--- src/rtl/div_sequencer_if.sv ---
// Handshake and operand bundle between execute-stage control and the divide sequencer.
interface div_sequencer_if #(
  parameter int XLEN = 32
);
  logic            start_in;
  logic [2:0]      funct3_in;
  logic [XLEN-1:0] rs1_in;
  logic [XLEN-1:0] rs2_in;
  logic            kill_in;
  logic            busy_out;
  logic            done_out;
  logic [XLEN-1:0] result_out;

  modport master (
    output start_in, funct3_in, rs1_in, rs2_in, kill_in,
    input  busy_out, done_out, result_out
  );

  modport slave (
    input  start_in, funct3_in, rs1_in, rs2_in, kill_in,
    output busy_out, done_out, result_out
  );
endinterface

--- src/rtl/div_sequencer.sv ---
// Multi-cycle RV32M DIV/DIVU/REM/REMU unit: radix-2 restoring divide, one quotient bit per clock.
// Divide-by-zero and signed overflow are resolved at accept and finish in a single cycle.
module div_sequencer #(
  parameter int XLEN = 32
) (
  input logic           clk,
  input logic           rst,
  div_sequencer_if.slave bus
);
  localparam int CW = $clog2(XLEN) + 1;

  typedef enum logic [1:0] {IDLE, CALC, FIXUP, DONE} state_t;

  state_t          r_state;
  state_t          w_next;

  logic [XLEN-1:0] r_rem;
  logic [XLEN-1:0] r_quo;
  logic [XLEN-1:0] r_divisor;
  logic [CW-1:0]   r_count;
  logic            r_negQ;
  logic            r_negR;
  logic            r_isRem;
  logic [XLEN-1:0] r_result;

  logic            w_accept;
  logic            w_signed;
  logic            w_rs1Neg;
  logic            w_rs2Neg;
  logic [XLEN-1:0] w_absRs1;
  logic [XLEN-1:0] w_absRs2;
  logic            w_divZero;
  logic            w_ovf;
  logic            w_special;
  logic [XLEN-1:0] w_specQuo;
  logic [XLEN-1:0] w_specRem;
  logic [XLEN:0]   w_partial;
  logic [XLEN:0]   w_trial;
  logic            w_lastIter;
  logic [XLEN-1:0] w_fixQuo;
  logic [XLEN-1:0] w_fixRem;

  // Decode the request and prepare magnitudes and special-case results for accept
  always_comb begin
    w_accept   = bus.start_in && bus.funct3_in[2] && !bus.kill_in &&
                 ((r_state == IDLE) || (r_state == DONE));
    w_signed   = ~bus.funct3_in[0];
    w_rs1Neg   = w_signed & bus.rs1_in[XLEN-1];
    w_rs2Neg   = w_signed & bus.rs2_in[XLEN-1];
    w_absRs1   = w_rs1Neg ? -bus.rs1_in : bus.rs1_in;
    w_absRs2   = w_rs2Neg ? -bus.rs2_in : bus.rs2_in;
    w_divZero  = (bus.rs2_in == '0);
    w_ovf      = w_signed && (bus.rs1_in == {1'b1, {(XLEN-1){1'b0}}}) && (bus.rs2_in == '1);
    w_special  = w_divZero | w_ovf;
    w_specQuo  = w_divZero ? '1 : bus.rs1_in;
    w_specRem  = w_divZero ? bus.rs1_in : '0;
    // The partial remainder keeps its top bit so divisors above 2^(XLEN-1) still work
    w_partial  = {r_rem, r_quo[XLEN-1]};
    w_trial    = w_partial - {1'b0, r_divisor};
    w_lastIter = (r_count == CW'(XLEN - 1));
    w_fixQuo   = r_negQ ? -r_quo : r_quo;
    w_fixRem   = r_negR ? -r_rem : r_rem;
  end

  // State register; reset abandons any operation in flight
  always_ff @(posedge clk or posedge rst) begin
    if (rst) r_state <= IDLE;
    else     r_state <= w_next;
  end

  // Next-state selection; a flush overrides everything, including a same-cycle request
  always_comb begin
    w_next = r_state;
    case (r_state)
      IDLE, DONE: begin
        if (w_accept) w_next = w_special ? DONE : CALC;
        else          w_next = IDLE;
      end
      CALC:    if (w_lastIter) w_next = FIXUP;
      FIXUP:   w_next = DONE;
      default: w_next = IDLE;
    endcase
    if (bus.kill_in) w_next = IDLE;
  end

  // Operand latch, restoring-divide iterations and sign fixup of the result
  always_ff @(posedge clk or posedge rst) begin
    if (rst) begin
      r_rem     <= '0;
      r_quo     <= '0;
      r_divisor <= '0;
      r_count   <= '0;
      r_negQ    <= 1'b0;
      r_negR    <= 1'b0;
      r_isRem   <= 1'b0;
      r_result  <= '0;
    end else if (!bus.kill_in) begin
      if (w_accept) begin
        r_isRem   <= bus.funct3_in[1];
        r_negQ    <= w_rs1Neg ^ w_rs2Neg;
        r_negR    <= w_rs1Neg;
        r_divisor <= w_absRs2;
        r_quo     <= w_absRs1;
        r_rem     <= '0;
        r_count   <= '0;
        if (w_special) r_result <= bus.funct3_in[1] ? w_specRem : w_specQuo;
      end else if (r_state == CALC) begin
        r_count <= r_count + 1'b1;
        r_rem   <= w_trial[XLEN] ? w_partial[XLEN-1:0] : w_trial[XLEN-1:0];
        r_quo   <= {r_quo[XLEN-2:0], ~w_trial[XLEN]};
      end else if (r_state == FIXUP) begin
        r_result <= r_isRem ? w_fixRem : w_fixQuo;
      end
    end
  end

  assign bus.busy_out   = (r_state == CALC) || (r_state == FIXUP);
  assign bus.done_out   = (r_state == DONE);
  assign bus.result_out = r_result;
endmodule

--- src/flat_wrapper.sv ---
// flat-port wrapper written by rule: the top's interface ports become plain ports
module div_sequencer_flat 
#(
  parameter int XLEN = 32
)
  (clk, rst, bus_start_in, bus_funct3_in, bus_rs1_in, bus_rs2_in, bus_kill_in, bus_busy_out, bus_done_out, bus_result_out);
  div_sequencer_if #(.XLEN(XLEN)) bus_i ();
  input logic clk;
  input logic rst;
  input wire logic [$bits(bus_i.start_in)-1:0] bus_start_in;
  input wire logic [$bits(bus_i.funct3_in)-1:0] bus_funct3_in;
  input wire logic [$bits(bus_i.rs1_in)-1:0] bus_rs1_in;
  input wire logic [$bits(bus_i.rs2_in)-1:0] bus_rs2_in;
  input wire logic [$bits(bus_i.kill_in)-1:0] bus_kill_in;
  output wire logic [$bits(bus_i.busy_out)-1:0] bus_busy_out;
  output wire logic [$bits(bus_i.done_out)-1:0] bus_done_out;
  output wire logic [$bits(bus_i.result_out)-1:0] bus_result_out;
  assign bus_i.start_in = bus_start_in;
  assign bus_i.funct3_in = bus_funct3_in;
  assign bus_i.rs1_in = bus_rs1_in;
  assign bus_i.rs2_in = bus_rs2_in;
  assign bus_i.kill_in = bus_kill_in;
  assign bus_busy_out = bus_i.busy_out;
  assign bus_done_out = bus_i.done_out;
  assign bus_result_out = bus_i.result_out;
  div_sequencer #(.XLEN(XLEN)) u_core (.clk(clk), .rst(rst), .bus(bus_i));
endmodule
--- config.mk ---
export PLATFORM = sky130hd
export DESIGN_NAME = div_sequencer_flat
export DESIGN_NICKNAME = d
export VERILOG_FILES = /design/src/rtl/div_sequencer_if.sv /design/src/rtl/div_sequencer.sv /design/src/flat_wrapper.sv
export SDC_FILE = /design/constraint.sdc
export NUM_CORES = 1
export LEC_CHECK = 0
export BUFFER_PORTS_ARGS = -buffer_cell sky130_fd_sc_hd__buf_4
export CELL_PAD_IN_SITES_DETAIL_PLACEMENT = 0
export CELL_PAD_IN_SITES_GLOBAL_PLACEMENT = 1
export CORE_MARGIN = 3
export CORE_UTILIZATION = 35
export DETAILED_ROUTE_END_ITERATION = 12
export GPL_ROUTABILITY_DRIVEN = 1
export HOLD_SLACK_MARGIN = 0.1
export PLACE_DENSITY_LB_ADDON = 0.25
export SLEW_MARGIN = 20
export SYNTH_ARGS = -nofsm -noshare
export SYNTH_HDL_FRONTEND = slang
export SYNTH_SLANG_ARGS = --single-unit
--- constraint.sdc ---
create_clock -name clk -period 13.4 [get_ports clk]
set_clock_uncertainty 0.05 [all_clocks]
set_input_delay 2.68 -clock clk [delete_from_list [all_inputs] [get_ports clk]]
set_output_delay 2.68 -clock clk [all_outputs]
set_load 0.01 [all_outputs]
==> results.tsv <==
metric	value	unit
status	finished, final reports clean	
IO Pins	105	
Clock Path Buffers	2	
reg2reg path depth	13	
# nets final	1628	
pin count of the biggest net entering global routing	101	
sw power	1.31	mW
FF-to-FF setup slack	9.23	ns
share of post-route cells with drive strength above 1	10.8	%
final setup violation count	0	
Min Hold Slack	0.430	ns
Seq/Total Area, Yosys	31.1	%
Die Wd	185	um
Die Y	185	um
clock sinks	139	
vias in the first global route	10157	
placed insts	1891	
H-tree depth	4	
Rel. slew slack	34.5	%
combinational power share	55.9	%
CP Capture Type	register	
Max IR drop VDD	93.9	uV
Rows	64	
Final Cell Area	0.0129	mm^2
CTS buffer count	17	
commonest non-fill, non-tap cell in the layout	nand2_1	
RSZ-0062 raised after global routing	false	
initial core utilization	36.0	%
initial DRC count	837	
Synth Warn #	0	
Synth cell types	58	
die area	0.0341	mm^2
Synth Instances	1467	
drt pass-1 iters	5	
Hold EP	u_core.r_divisor[13]$_DFFE_PP0P_	
overall power	2.91	mW
CP Data Arrival Time	6.41	ns
DRT antenna net count	0	
register bit total from synthesis	139	
FMAX	162	MHz
Synth Area per Inst	7.63	um^2
CORE AREA	0.0311	mm^2
via count	10697	
Sw Ratio	45.2	%
Antenna Cells	0	
fin cells	1921	
final worst path period share	46.0	%
Final Hold Viols	0	
R2R Path Start	u_core.r_quo[31]$_DFFE_PP0P_	
DR vias/cell	5.57	
DR WL/cell	18.2	um
number of synthesized flops with an enable pin	0	
r2r endpoint	u_core.r_rem[30]$_DFFE_PP0P_	
first-pass GRT wire length	56.1	mm
Worst Tran Pin Value	0.983	ns
hold path startpoint	u_core.r_divisor[13]$_DFFE_PP0P_	
Placed Area	0.0123	mm^2
Post-CTS Setup Bufs	0	
max cap viols	0	
cts hold-fix bufs	0	
initial antenna violation count	0	
Pins Over Slew Limit	0	
final WL	35.0	mm
critical path peak fanout	38	
root buf cell	clkbuf_16	
WS Path Type	in2reg	
worst skew pair latency	0.42	ns
Reg power frac	27.4	%
# DRC	0	
final setup TNS	0	ns
CTS tree	done	
DPL Wire Length	25.2	mm
FFs w/ async S/R, synth	100	%
GPL Wtd Cong	0.826	
clock power share	16.7	%
post-cts sizing count	0	
Total GRT Usage	20.6	%
P_leak	5.45	nW
min Tclk post-route	6.16	ns
Port-buffer cells	104	
top_reg_cell synth	dfrtp_1	
hold path depth	2	
WP data required	13.65	ns
total grt overflow	0	
Mapped Nets	1581	
Pwr Density	226	mW/mm^2
most frequent cells in the layout	nand2_1, nor2_1, a21oi_1	
clk slew on worst S/H paths	0.06	ns
Netlist Area Pre-Place	0.0112	mm^2
area grow syn2layout	14.9	%
P_int	1.59	mW
Worst Hold Class	reg2reg	
startpoint types	primary input	
per-layer routing:
| metal | vias up | GRT usage, % | part of all wire, % |
|---|---|---|---|
| met4 | 0 | 5.88 | 2.3 |
| met5 | - | 0 | 0 |
| met2 | 219 | 33.8 | 48 |
| met3 | 33 | 2.57 | 3.7 |
| met1 | 5149 | 28.5 | 46 |
| li1 | 5296 | - | - |
power by group through the flow:
stage | clock network, mW | logic, mW | registers [mW]
2_1_floorplan | 0 | 1.21 | 0.747
3_3_place_gp | 0 | 1.61 | 0.798
3_5_place_dp | 0 | 1.62 | 0.800
4_1_cts | 0.493 | 1.64 | 0.795
5_1_grt | 0.510 | 1.83 | 0.825
6_report | 0.486 | 1.63 | 0.796
synth_stat cells (4+ instances only):
cell      number  share of area (%)
nand2_1      213                7.1
a21oi_1      144                6.4
nor2_1       144                4.8
dfrtp_1      139                 31
o21ai_0      136                6.1
xor2_1        77                6.0
clkbuf_1      74                2.5
xnor2_1       73                5.7
inv_1         52                1.7
a31oi_1       42                2.3
ha_1          42                4.7
o31ai_1       29                1.9
mux2i_1       27                2.4
o211ai_1      22                1.5
a211oi_1      21                1.4
nand3_1       21               0.94
nor3_1        21               0.94
nand2b_1      20                1.1
nand4_1       18                1.0
nor4_1        15               0.84
a21o_1        14               0.94
o41ai_1       13                1.0
or3_1         13               0.73
and3_1        10               0.56
buf_1          8               0.27
buf_2          7               0.31
nor2b_1        7               0.39
or4_1          7               0.47
a221o_1        5               0.45
and2_1         5               0.28
nand3b_1       5               0.34
nor4b_1        4               0.31
o21a_1         4               0.27
or2_2          4               0.22
how the worst max path moves through the flow:
stage	start	end	slack [ns]	cells after the start
final	bus_rs2_in[8]	u_core.bus.result_out[31]$_DFFE_PP0P_	7.24	10
after global routing	bus_rs2_in[8]	u_core.bus.result_out[31]$_DFFE_PP0P_	7.08	10
after CTS	bus_rs2_in[8]	u_core.bus.result_out[28]$_DFFE_PP0P_	7.25	10
after detailed placement	bus_rs2_in[8]	u_core.bus.result_out[28]$_DFFE_PP0P_	6.81	10
after global placement	bus_rs2_in[8]	u_core.bus.result_out[26]$_DFFE_PP0P_	6.89	10
after floorplan	rst	u_core.bus.result_out[0]$_DFFE_PP0P_	6.95	1
cell families after synthesis:
logic type	Yosys count	synth area share [%]
adders and majority gates	43	4.88
and+or+nand+nor	517	21.1
AOI/OAI and AO/OA	450	24.0
buffers and inverters	141	4.81
DFF	139	31.1
muxes	27	2.42
xor gates and xnor gates	150	11.7
stage by stage:
stage | setup slack (ns) | utilization [%]
2_1_floorplan | 6.95 | -
3_3_place_gp | 6.89 | 39.5
3_5_place_dp | 6.81 | 39.5
4_1_cts | 7.25 | 41.4
5_1_grt | 7.08 | 41.4
6_report | 7.24 | 41.4
critical path, cell delays in order:
cell	delay (ns)
buf_4	0.13
or4_4	0.55
or4_4	0.45
or3_4	0.39
nor4_4	0.24
nor3b_4	0.24
buf_4	0.44
nor3_1	0.14
or4_1	0.72
a221o_1	0.42
area by class of cell:
| class | count | area (um^2) |
|---|---|---|
| Tap cell | 396 | 495 |
| Clock buffer | 22 | 454 |
| Inverter | 52 | 200 |
| Clock inverter | 8 | 120 |
| Timing Repair Buffer | 117 | 878 |
| Multi-Input combinational cell | 1187 | 7230 |
| Sequential cell | 139 | 3480 |
| Fill cell | 3233 | 18200 |
registers in the layout, summed over array words and instances (netlist names):
register and cells:
u_core.r_rem 32, u_core.r_quo 32, u_core.bus.result_out 32, u_core.r_divisor 32, u_core.r_isRem 1, u_core.r_negR 1
u_core.r_count 6, u_core.r_state 2, u_core.r_negQ 1
Power figures use the tool's default switching activity.
